==> config.mk <==
export PLATFORM = sky130hd
export DESIGN_NAME = vga_sprite_engine
export DESIGN_NICKNAME = d
export VERILOG_FILES = /design/src/rtl/vga_pkg.sv /design/src/rtl/vga_timing.sv /design/src/rtl/vga_sprite_engine.sv
export SDC_FILE = /design/constraint.sdc
export NUM_CORES = 1
export LEC_CHECK = 0
export ABC_AREA = 1
export BUFFER_PORTS_ARGS = -buffer_cell sky130_fd_sc_hd__buf_2
export CORE_MARGIN = 2
export CORE_UTILIZATION = 50
export CTS_BUF_LIST = sky130_fd_sc_hd__clkbuf_2 sky130_fd_sc_hd__clkbuf_4 sky130_fd_sc_hd__clkbuf_8
export CTS_CLUSTER_DIAMETER = 100
export DETAILED_ROUTE_END_ITERATION = 16
export PLACE_DENSITY = 0.68
export SLEW_MARGIN = 20
export SYNTH_ARGS = -nofsm -noshare
export SYNTH_HDL_FRONTEND = slang
export SYNTH_HIERARCHICAL = 1
export SYNTH_SLANG_ARGS = --single-unit
export TNS_END_PERCENT = 5
==> constraint.sdc <==
create_clock -name clk -period 6.1 [get_ports clk]
set_input_delay 0.305 -clock clk [delete_from_list [all_inputs] [get_ports clk]]
set_output_delay 0.305 -clock clk [all_outputs]
set_load 0.02 [all_outputs]
==> src/rtl/vga_pkg.sv <==
// Shared types and constants for the VGA sprite engine: colour/sync fields,
// the 16-entry sprite palette and the PMOD pin-order packing helper.
package vga_pkg;

   typedef logic [5:0] colour_t;

   typedef struct packed {
      logic [1:0] r;
      logic [1:0] g;
      logic [1:0] b;
   } rgb_t;

   typedef struct packed {
      logic hsync;
      logic vsync;
   } sync_t;

   typedef enum logic {
      DIR_RIGHT = 1'b0,
      DIR_LEFT  = 1'b1
   } dir_t;

   localparam colour_t PALETTE [16] = '{
      6'h00, 6'h30, 6'h0C, 6'h03, 6'h3C, 6'h33, 6'h0F, 6'h3F,
      6'h15, 6'h2A, 6'h10, 6'h04, 6'h01, 6'h14, 6'h05, 6'h11
   };

   // PMOD connector order: {hsync,b0,g0,r0,vsync,b1,g1,r1}
   function automatic logic [7:0] pmod_pack(input rgb_t c, input sync_t s);
      return {s.hsync, c.b[0], c.g[0], c.r[0], s.vsync, c.b[1], c.g[1], c.r[1]};
   endfunction

endpackage

==> src/rtl/vga_timing.sv <==
// Free-running VGA raster counters with sync, active-area and end-of-frame decode.
module vga_timing #(
   parameter  int H_ACTIVE = 640,
   parameter  int H_FP     = 16,
   parameter  int H_SYNC   = 96,
   parameter  int H_BP     = 48,
   parameter  int V_ACTIVE = 480,
   parameter  int V_FP     = 10,
   parameter  int V_SYNC   = 2,
   parameter  int V_BP     = 33,
   localparam int HT       = H_ACTIVE + H_FP + H_SYNC + H_BP,
   localparam int VT       = V_ACTIVE + V_FP + V_SYNC + V_BP,
   localparam int XW       = $clog2(HT + 1),
   localparam int YW       = $clog2(VT + 1)
) (
   input  logic          clk,
   input  logic          rst,
   output logic [XW-1:0] x,
   output logic [YW-1:0] y,
   output logic          hsync_on,
   output logic          vsync_on,
   output logic          active,
   output logic          end_of_frame
);

   always_ff @(posedge clk) begin
      if (rst) begin
         x <= '0;
         y <= '0;
      end else if (x == XW'(HT - 1)) begin
         x <= '0;
         y <= (y == YW'(VT - 1)) ? '0 : y + 1'b1;
      end else begin
         x <= x + 1'b1;
      end
   end

   assign hsync_on     = (x >= XW'(H_ACTIVE + H_FP)) && (x < XW'(H_ACTIVE + H_FP + H_SYNC));
   assign vsync_on     = (y >= YW'(V_ACTIVE + V_FP)) && (y < YW'(V_ACTIVE + V_FP + V_SYNC));
   assign active       = (x < XW'(H_ACTIVE)) && (y < YW'(V_ACTIVE));
   assign end_of_frame = (x == XW'(HT - 1)) && (y == YW'(VT - 1));

endmodule

==> src/rtl/vga_sprite_engine.sv <==
// VGA timing plus one scaled, animated, horizontally bouncing sprite fetched
// from an external palette-index ROM (1-cycle latency); drives the VGA PMOD.
//
//   state     | meaning
//   ----------+-----------------------------------------------
//   DIR_RIGHT | sprite_x grows by MOVE_STEP each frame, clamps at XMAX
//   DIR_LEFT  | sprite_x shrinks by MOVE_STEP each frame, clamps at 0
module vga_sprite_engine
   import vga_pkg::*;
#(
   parameter  int          H_ACTIVE   = 640,
   parameter  int          H_FP       = 16,
   parameter  int          H_SYNC     = 96,
   parameter  int          H_BP       = 48,
   parameter  int          V_ACTIVE   = 480,
   parameter  int          V_FP       = 10,
   parameter  int          V_SYNC     = 2,
   parameter  int          V_BP       = 33,
   parameter  bit          SYNC_POL   = 1'b0,
   parameter  int          SPRITE_W   = 34,
   parameter  int          SPRITE_H   = 22,
   parameter  int          SCALE_BITS = 3,
   parameter  int          SPRITE_Y   = 128,
   parameter  int          NUM_FRAMES = 2,
   parameter  int          FRAME_DIV  = 16,
   parameter  int          MOVE_STEP  = 2,
   parameter  logic [5:0]  BG_COLOUR  = 6'b000111,
   localparam int          FB = (NUM_FRAMES > 1) ? $clog2(NUM_FRAMES) : 1,
   localparam int          YB = (SPRITE_H > 1) ? $clog2(SPRITE_H) : 1,
   localparam int          XB = (SPRITE_W > 1) ? $clog2(SPRITE_W) : 1,
   localparam int          AW = FB + YB + XB
) (
   input  logic          clk,
   input  logic          rst,
   output logic [AW-1:0] rom_addr,
   input  logic [3:0]    rom_data,
   output logic [7:0]    vga_pmod,
   output logic          frame_start
);

   localparam int SW   = SPRITE_W << SCALE_BITS;
   localparam int SH   = SPRITE_H << SCALE_BITS;
   localparam int XMAX = H_ACTIVE - SW;
   localparam int HT   = H_ACTIVE + H_FP + H_SYNC + H_BP;
   localparam int VT   = V_ACTIVE + V_FP + V_SYNC + V_BP;
   localparam int XW   = $clog2(HT + 1);
   localparam int YW   = $clog2(VT + 1);
   localparam int PW   = XW + 1;
   localparam int DW   = (FRAME_DIV > 1) ? $clog2(FRAME_DIV) : 1;

   if (SW > H_ACTIVE) begin : g_err_width
      $error("sprite is wider than the active area");
   end
   if (SPRITE_Y + SH > V_ACTIVE) begin : g_err_height
      $error("sprite extends below the active area");
   end
   if (MOVE_STEP > XMAX) begin : g_err_step
      $error("MOVE_STEP exceeds the horizontal travel range");
   end

   logic [XW-1:0] x;
   logic [YW-1:0] y;
   logic          hsync_on, vsync_on, active, end_of_frame;

   vga_timing #(
      .H_ACTIVE(H_ACTIVE), .H_FP(H_FP), .H_SYNC(H_SYNC), .H_BP(H_BP),
      .V_ACTIVE(V_ACTIVE), .V_FP(V_FP), .V_SYNC(V_SYNC), .V_BP(V_BP)
   ) u_timing (
      .clk          (clk),
      .rst          (rst),
      .x            (x),
      .y            (y),
      .hsync_on     (hsync_on),
      .vsync_on     (vsync_on),
      .active       (active),
      .end_of_frame (end_of_frame)
   );

   dir_t          dir, dir_next;
   logic [XW-1:0] sprite_x, sprite_x_next;
   logic [PW-1:0] x_inc;
   logic          x_at_max, x_at_min;
   logic [DW-1:0] div_cnt;
   logic [FB-1:0] anim_frame;

   assign x_inc    = {1'b0, sprite_x} + PW'(MOVE_STEP);
   assign x_at_max = x_inc >= PW'(XMAX);
   assign x_at_min = sprite_x <= XW'(MOVE_STEP);

   always_ff @(posedge clk) begin
      if (rst) begin
         dir      <= DIR_RIGHT;
         sprite_x <= '0;
      end else begin
         dir      <= dir_next;
         sprite_x <= sprite_x_next;
      end
   end

   always_comb begin
      dir_next = dir;
      if (end_of_frame) begin
         case (dir)
            DIR_RIGHT: if (x_at_max) dir_next = DIR_LEFT;
            DIR_LEFT:  if (x_at_min) dir_next = DIR_RIGHT;
            default:   dir_next = DIR_RIGHT;
         endcase
      end
   end

   // Position only moves at end of frame, so a frame never tears.
   always_comb begin
      sprite_x_next = sprite_x;
      if (end_of_frame) begin
         case (dir)
            DIR_RIGHT: sprite_x_next = x_at_max ? XW'(XMAX) : x_inc[XW-1:0];
            DIR_LEFT:  sprite_x_next = x_at_min ? '0 : sprite_x - XW'(MOVE_STEP);
            default:   sprite_x_next = '0;
         endcase
      end
   end

   always_ff @(posedge clk) begin
      if (rst) begin
         div_cnt    <= '0;
         anim_frame <= '0;
      end else if (end_of_frame) begin
         if (div_cnt == DW'(FRAME_DIV - 1)) begin
            div_cnt    <= '0;
            anim_frame <= (anim_frame == FB'(NUM_FRAMES - 1)) ? '0 : anim_frame + 1'b1;
         end else begin
            div_cnt <= div_cnt + 1'b1;
         end
      end
   end

   logic [XW-1:0] dx;
   logic [YW-1:0] dy;
   logic          hit;
   logic [XB-1:0] tex_x;
   logic [YB-1:0] tex_y;

   assign dx    = x - sprite_x;
   assign dy    = y - YW'(SPRITE_Y);
   assign hit   = (x >= sprite_x) && (dx < XW'(SW)) && (y >= YW'(SPRITE_Y)) && (dy < YW'(SH));
   assign tex_x = XB'(dx >> SCALE_BITS);
   assign tex_y = YB'(dy >> SCALE_BITS);

   logic  s1_hit, s1_active, s1_fs;
   sync_t s1_sync;
   logic  s2_hit, s2_active, s2_fs;
   sync_t s2_sync;

   always_ff @(posedge clk) begin
      if (rst) begin
         rom_addr      <= '0;
         s1_hit        <= 1'b0;
         s1_active     <= 1'b0;
         s1_fs         <= 1'b0;
         s1_sync.hsync <= ~SYNC_POL;
         s1_sync.vsync <= ~SYNC_POL;
         s2_hit        <= 1'b0;
         s2_active     <= 1'b0;
         s2_fs         <= 1'b0;
         s2_sync.hsync <= ~SYNC_POL;
         s2_sync.vsync <= ~SYNC_POL;
      end else begin
         rom_addr      <= hit ? {anim_frame, tex_y, tex_x} : '0;
         s1_hit        <= hit;
         s1_active     <= active;
         s1_fs         <= (x == '0) && (y == '0);
         s1_sync.hsync <= hsync_on ? SYNC_POL : ~SYNC_POL;
         s1_sync.vsync <= vsync_on ? SYNC_POL : ~SYNC_POL;
         s2_hit        <= s1_hit;
         s2_active     <= s1_active;
         s2_fs         <= s1_fs;
         s2_sync       <= s1_sync;
      end
   end

   // rom_data arrives in S2, so colour resolves combinationally from S2 flags.
   rgb_t colour;

   always_comb begin
      colour = '0;
      if (s2_active) begin
         colour = (s2_hit && (rom_data != 4'd0)) ? PALETTE[rom_data] : BG_COLOUR;
      end
   end

   assign vga_pmod    = pmod_pack(colour, s2_sync);
   assign frame_start = s2_fs;

endmodule

==> results.sh, run 1 <==
export IMPL_cts_tree="yes"
export IMPL_num_nets_final=624
export IMPL_syn_num_nets=595
export IMPL_timing_final_crit_share_pct=54.2
export IMPL_max_cap_violations=0
export IMPL_cts_buffers=9
export IMPL_multi_input_area_um2=2110
export IMPL_async_reset_ff_share_pct=0
export IMPL_grt_total_usage_pct=21.8
export IMPL_firstDrtPassIters=5
export IMPL_end_kind="register"
export IMPL_worst_slack_ns=2.79
export IMPL_max_stage_delay_ns=0.81
export IMPL_switching_share_pct=24.7
export IMPL_synthTopCellsByArea="dfxtp_1 (31%), nand2_1 (14%), inv_1 (9.9%)"
export IMPL_drt_total_wl_mm=8.45
export IMPL_ctsRootBufferMaster="clkbuf_8"
export IMPL_clk_pin_slew_ns=0.07
export IMPL_chipWidth_um=89.8
export IMPL_cp_arrival_ns=3.54
export IMPL_p_per_area_nw_per_um2=204
export IMPL_die_area_um2=8070
export IMPL_worstHoldPathCells=2
export IMPL_yosysMostFrequentCell="nand2_1"
export IMPL_rsz0062_at_grt="false"
export IMPL_hpwl_mm=6.24
export IMPL_post_cts_resized=0
export IMPL_r2r_cells=10
export IMPL_place_gp_congestion=0.975
export IMPL_min_path_type="in -> reg"
export IMPL_intPower_w=0.000632
export IMPL_cp_max_fo=16
export IMPL_cp_top_family="simple AND/OR/NAND/NOR gates"
export IMPL_setup_viol=0
export IMPL_port_buffers=26
export IMPL_clkPwrFrac_pct=47.6
export IMPL_synth_common_cells="nand2_1 (134), inv_1 (97), nor2_1 (63), dfxtp_1 (57), nand3_1 (42)"
export IMPL_synthFlopType="dfxtp_1"
export IMPL_drive_above_1_share_pct=12.4
export IMPL_start_util_pct=51.3
export IMPL_seq_area_um2=1140
export IMPL_hold_viol=0
export IMPL_final_setup_tns_ns=0
export IMPL_antenna_found_initial=0
export IMPL_required_ns=6.33
export IMPL_hold_path_startpoint="rst"
export IMPL_avgViaCountPerCell=5.09
export IMPL_syn_instance_count=564
export IMPL_synthToLayoutAreaGrowth_pct=11.7
export IMPL_hold_end="frame_start$_SDFF_PP0_"
export IMPL_maxSlewViolCount=0
export IMPL_grt_max_degree=18
export IMPL_synth_top_area_share_pct=31.0
export IMPL_core_area_um2=7180
export IMPL_yosys_warnings=6
export IMPL_io_pins=27
export IMPL_critPathLaunch="u_timing/x[0]$_SDFF_PP0_"
export IMPL_n_antenna_cell=0
export IMPL_path_cells="ha_1 > nand2_2 > nor2_4 > nand4_4 > nor2_1 > clkinv_1 > nor3_1 > nand2_1 > o21ai_0 > a21oi_1"
export IMPL_vias=3545
export IMPL_h_tree_depth=3
export IMPL_reg2reg_setup_slack_ns=2.79
export IMPL_skew_ns=0.00663
export IMPL_post_cts_buffers=0
export IMPL_cp_num_buf_inv=1
export IMPL_cts_buffer_depth=2
export IMPL_syn_avg_cell_area_um2=6.53
export IMPL_ctsHoldBuffers=0
export IMPL_place_ws_ns=2.89
export IMPL_syn_area_um2=3680
export IMPL_grt_pass1_wl_mm=14.4
export IMPL_rows=31
export IMPL_comb_power_share_pct=7.2
export IMPL_finalCriticalPeriod_ns=3.31
export IMPL_drc_errors=0
export IMPL_fp_dieH_um=89.8
export IMPL_startpoint_type="register"
export IMPL_seq_area_frac_synth_pct=31.0
export IMPL_switchingPower_w=0.000207
export IMPL_seq_power_share_pct=45.2
export IMPL_vdd_drop_max_mv=0.141
export IMPL_grt_ovfl_total=0
export IMPL_slew_headroom_pct=32.4
export IMPL_clock_sinks=57
export IMPL_tightest_slew_ns=1.01
export IMPL_rr_endpoint="anim_frame$_SDFFE_PP0P_"
export IMPL_wl_per_cell_um=12.1
export IMPL_status="finished clean"
export IMPL_postRouteAntennaNets=0
export IMPL_worstReg2RegStart="u_timing/x[0]$_SDFF_PP0_"
export IMPL_yosys_area_top_type="dfxtp_1"
export IMPL_slowest_stage="nor2_1"
export IMPL_fillers=682
export IMPL_yosysUniqueCellTypes=39
export IMPL_ys_ff_latch=57
export IMPL_grt_pass1_vias=3199
export IMPL_drtIter0Drc=257
export IMPL_fmax_mhz=303
export IMPL_insertion_delay_ns=0.34
export IMPL_p_leak_nw=2.01
export IMPL_crit_type="reg -> reg"
export IMPL_synth_edf_count=0
## worst register-to-register path: cells and delay by family, from the launching register on
kind            cells  cell delay (ns)
simple gates        6             1.68
fa+ha+maj           1             0.25
flops               1             0.48
buf+inv             1             0.56
compound gates      2             0.22
## worst max-delay path by stage
stage,slack (ns),endpoint,depth (start not counted)
floorplan,4.02,anim_frame$_SDFFE_PP0P_,11
global placement,3.03,anim_frame$_SDFFE_PP0P_,10
detailed placement,2.89,anim_frame$_SDFFE_PP0P_,10
CTS,2.85,anim_frame$_SDFFE_PP0P_,10
global route,2.43,anim_frame$_SDFFE_PP0P_,10
finish,2.79,anim_frame$_SDFFE_PP0P_,10
## sequential cells by signal, summed over array words and instances (netlist names)
register,flops
frame_start,1
anim_frame,1
sprite_x,9
s1_hit,1
s2_active,1
s1_active,1
u_timing/x,10
vga_pmod,2
s1_sync,2
dir,1
s2_hit,1
div_cnt,4
u_timing/y,10
s1_fs,1
rom_addr,12
## layout make-up
cell class | count | share of cell area (%)
Clock buffer | 10 | 3.19
Clock inverter | 6 | 2.22
Inverter | 104 | 9.49
Multi-Input combinational cell | 395 | 51.2
Sequential cell | 57 | 27.7
Tap cell | 99 | 3.01
Timing Repair Buffer | 26 | 3.16
## kinds of logic after synthesis
| logic type | Yosys count | synth area share [%] |
|---|---|---|
| adder cells (fa/ha/maj) | 25 | 8.49 |
| buffers and inverters | 112 | 11.8 |
| XOR/XNOR | 9 | 2.14 |
| AO/OA/AOI/OAI | 65 | 9.92 |
| AND/OR/NAND/NOR | 296 | 36.7 |
| flip-flops | 57 | 31.0 |
## placed cells by master (no fill, tap or decap), drive strengths merged
master      n
a211oi      3
a21o        1
a21oi      32
a31oi       5
buf        26
bufinv      2
clkbuf     10
clkinv      2
clkinvlp    3
dfxtp      57
ha         25
inv       103
nand2     138
nand3      44
nand3b      3
nand4      13
nor2       78
nor3       13
nor4        5
o2111ai     1
o21a        1
o21ai      17
o21bai      2
o22ai       2
o31ai       1
or2         2
xnor2       2
xor2        7
## routing by layer
metal | vias to the layer above | wire length [µm] | track usage (%) | part of all wire (%)
met5 | - | 0 | 0 | 0
met4 | 0 | 114 | 8.46 | 1.3
met3 | 12 | 458 | 4.27 | 5.4
met2 | 102 | 3850 | 36.3 | 46
met1 | 1577 | 4030 | 27.9 | 48
li1 | 1854 | - | - | -
## power groups by stage
stage	clock, W	combinational [W]	sequential [W]
2_1_floorplan	0	0.0000450	0.000387
3_3_place_gp	0	0.0000585	0.000387
3_5_place_dp	0	0.0000595	0.000388
4_1_cts	0.000411	0.0000597	0.000379
5_1_grt	0.000428	0.0000695	0.000380
6_report	0.000400	0.0000600	0.000379
## through the flow
step / instances / util, % / power (W) / instance area (µm²) / hold slack, ns
4_1_cts: 697 / 57.3 / 0.000850 / 4120 / 0.346
6_report: 697 / 57.3 / 0.000839 / 4120 / 0.363
2_1_floorplan: 564 / - / 0.000432 / 3680 / 0.374
3_5_place_dp: 681 / 54.2 / 0.000447 / 3890 / 0.395
5_1_grt: 697 / 57.3 / 0.000877 / 4120 / 0.367
3_3_place_gp: 681 / 54.2 / 0.000446 / 3890 / 0.392
Power figures use the tool's default switching activity.
==> run 2: changes to the inputs <==
Settings changed: PLACE_DENSITY 0.68 to 0.71.
Clock period 6.1 ns to 2.67 ns, I/O delays scaled along.
==> results.sh, run 2 (synthesis gave the netlist of run 1 again) <==
export IMPL_startpoint_type="register"
export IMPL_crit_top_cell="nand2_1"
export IMPL_setup_viol=0
export IMPL_top_regs="rom_addr: 12 flops, u_timing/x: 10 flops, u_timing/y: 10 flops"
export IMPL_ctsRootBufferMaster="clkbuf_8"
export IMPL_wl_per_cell_um=11.9
export IMPL_avgViaCountPerCell=5.09
export IMPL_drtIter0Drc=210
export IMPL_crit_type="reg -> reg"
export IMPL_largest_reg_flops=12
export IMPL_min_path_type="in -> reg"
export IMPL_vias=3562
export IMPL_status="finished clean"
export IMPL_grt_ovfl_total=0
export IMPL_io_pins=27
export IMPL_place_ws_ns=0.541
export IMPL_grt_pass1_vias=3237
export IMPL_insertion_delay_ns=0.35
export IMPL_instances_no_fill=700
export IMPL_slowest_stage="dfxtp_1"
export IMPL_grt_max_degree=18
export IMPL_num_nets_final=627
export IMPL_chipWidth_um=89.8
export IMPL_worstReg2RegStart="sprite_x[3]$_SDFFE_PP0P_"
export IMPL_worstHoldPathCells=2
export IMPL_drive_above_1_share_pct=12.8
export IMPL_place_gp_congestion=0.915
export IMPL_cp_max_fo=13
export IMPL_antenna_found_initial=0
export IMPL_slew_headroom_pct=72.1
export IMPL_cp_arrival_ns=2.39
export IMPL_fmax_mhz=463
export IMPL_final_cell_mix="nand2_1 (134), inv_1 (97), nor2_1 (63)"
export IMPL_switching_share_pct=24.4
export IMPL_postRouteAntennaNets=0
export IMPL_rows=31
export IMPL_placed_cells=684
export IMPL_h_tree_depth=3
export IMPL_fp_dieH_um=89.8
export IMPL_finalCriticalPeriod_ns=2.16
export IMPL_post_cts_buffers=0
export IMPL_switchingPower_w=0.000472
export IMPL_comb_power_share_pct=7.2
export IMPL_port_buffers=26
export IMPL_max_cap_violations=0
export IMPL_final_common_cell="nand2_1"
export IMPL_rr_endpoint="s1_hit$_SDFF_PP0_"
export IMPL_synthToLayoutAreaGrowth_pct=12.5
export IMPL_fillers=723
export IMPL_p_leak_nw=2.04
export IMPL_firstDrtPassIters=5
export IMPL_required_ns=2.90
export IMPL_hold_end="s2_active$_SDFF_PP0_"
export IMPL_intPower_w=0.00146
export IMPL_post_cts_resized=0
export IMPL_end_kind="register"
export IMPL_worst_slack_ns=0.509
export IMPL_grt_pass1_wl_mm=14.4
export IMPL_die_area_um2=8070
export IMPL_max_stage_delay_ns=0.50
export IMPL_reg2reg_setup_slack_ns=0.51
export IMPL_hpwl_mm=6.22
export IMPL_cts_buffers=9
export IMPL_path_cells="inv_1 > ha_1 > nand2_1 > nand2_1 > inv_1 > nand2_1 > nand2_1 > a21o_1 > nand2_1 > nand2_1 > nand2_2 > inv_1"
export IMPL_r2r_cells=12
export IMPL_seq_power_share_pct=44.9
export IMPL_final_setup_tns_ns=0
export IMPL_drc_errors=0
export IMPL_maxSlewViolCount=0
export IMPL_hold_path_startpoint="rst"
export IMPL_ctsHoldBuffers=0
export IMPL_clock_sinks=57
export IMPL_regMostFlops="rom_addr"
export IMPL_timing_final_crit_share_pct=80.9
export IMPL_vdd_drop_max_mv=0.276
export IMPL_drt_total_wl_mm=8.34
export IMPL_report_power_total_w=0.00193
export IMPL_hold_viol=0
export IMPL_clkPwrFrac_pct=48.0
export IMPL_tightest_slew_ns=0.419
export IMPL_clk_pin_slew_ns=0.07
export IMPL_start_util_pct=51.3
export IMPL_cts_buffer_depth=2
export IMPL_n_antenna_cell=0
export IMPL_rsz0062_at_grt="false"
export IMPL_p_per_area_nw_per_um2=466
export IMPL_skew_ns=0.00812
export IMPL_grt_total_usage_pct=21.7
export IMPL_core_area_um2=7180
export IMPL_cts_tree="yes"
[run 2: layer usage]
layer,vias up,GRT usage (%),wire [µm]
met4,0,9.62,245
met1,1579,28.7,3930
met5,-,0,0
met3,24,4.11,463
met2,105,34.7,3700
li1,1854,-,-
[run 2: how the worst max path moves through the flow]
stage,start,endpoint,slack (ns),depth (start not counted)
4_1_cts,sprite_x[3]$_SDFFE_PP0P_,rom_addr[4]$_SDFF_PP0_,0.50,11
3_5_place_dp,sprite_x[3]$_SDFFE_PP0P_,rom_addr[5]$_SDFF_PP0_,0.54,12
2_1_floorplan,u_timing/x[0]$_SDFF_PP0_,anim_frame$_SDFFE_PP0P_,0.59,11
5_1_grt,sprite_x[3]$_SDFFE_PP0P_,rom_addr[5]$_SDFF_PP0_,0.21,11
3_3_place_gp,sprite_x[3]$_SDFFE_PP0P_,rom_addr[5]$_SDFF_PP0_,0.58,12
6_report,sprite_x[3]$_SDFFE_PP0P_,s1_hit$_SDFF_PP0_,0.51,12
[run 2: cell type report]
cell class,instances,area [µm²],area share [%]
multi-input combinational,395,2110,50.9
sequential,57,1140,27.5
inverter,104,390,9.42
timing repair buffer,29,153,3.68
clock buffer,10,138,3.32
tap,99,124,2.99
clock inverter,6,90.1,2.17
[run 2: metrics by stage]
step / util [%] / hold WS, ns / instance area [µm²]
5_1_grt: 57.7 / 0.216 / 4140
4_1_cts: 57.7 / 0.189 / 4140
3_5_place_dp: 54.6 / 0.393 / 3920
6_report: 57.7 / 0.202 / 4140
3_3_place_gp: 54.6 / 0.391 / 3920
2_1_floorplan: - / 0.203 / 3680
[run 2: critical path, delay by kind of cell (launching register included)]
family,cells,cell delay (ns)
fa+ha+maj,1,0.40
simple gates,7,0.68
flops,1,0.50
buf+inv,3,0.28
compound gates,1,0.17
[run 2: power by group through the flow]
stage               clock network [W]  registers (W)  logic (W)
finish                       0.000926       0.000867   0.000138
global route                 0.000982       0.000868   0.000161
CTS                          0.000950       0.000866   0.000138
detailed placement                  0       0.000886   0.000137
global placement                    0       0.000886   0.000135
floorplan                           0       0.000885   0.000103
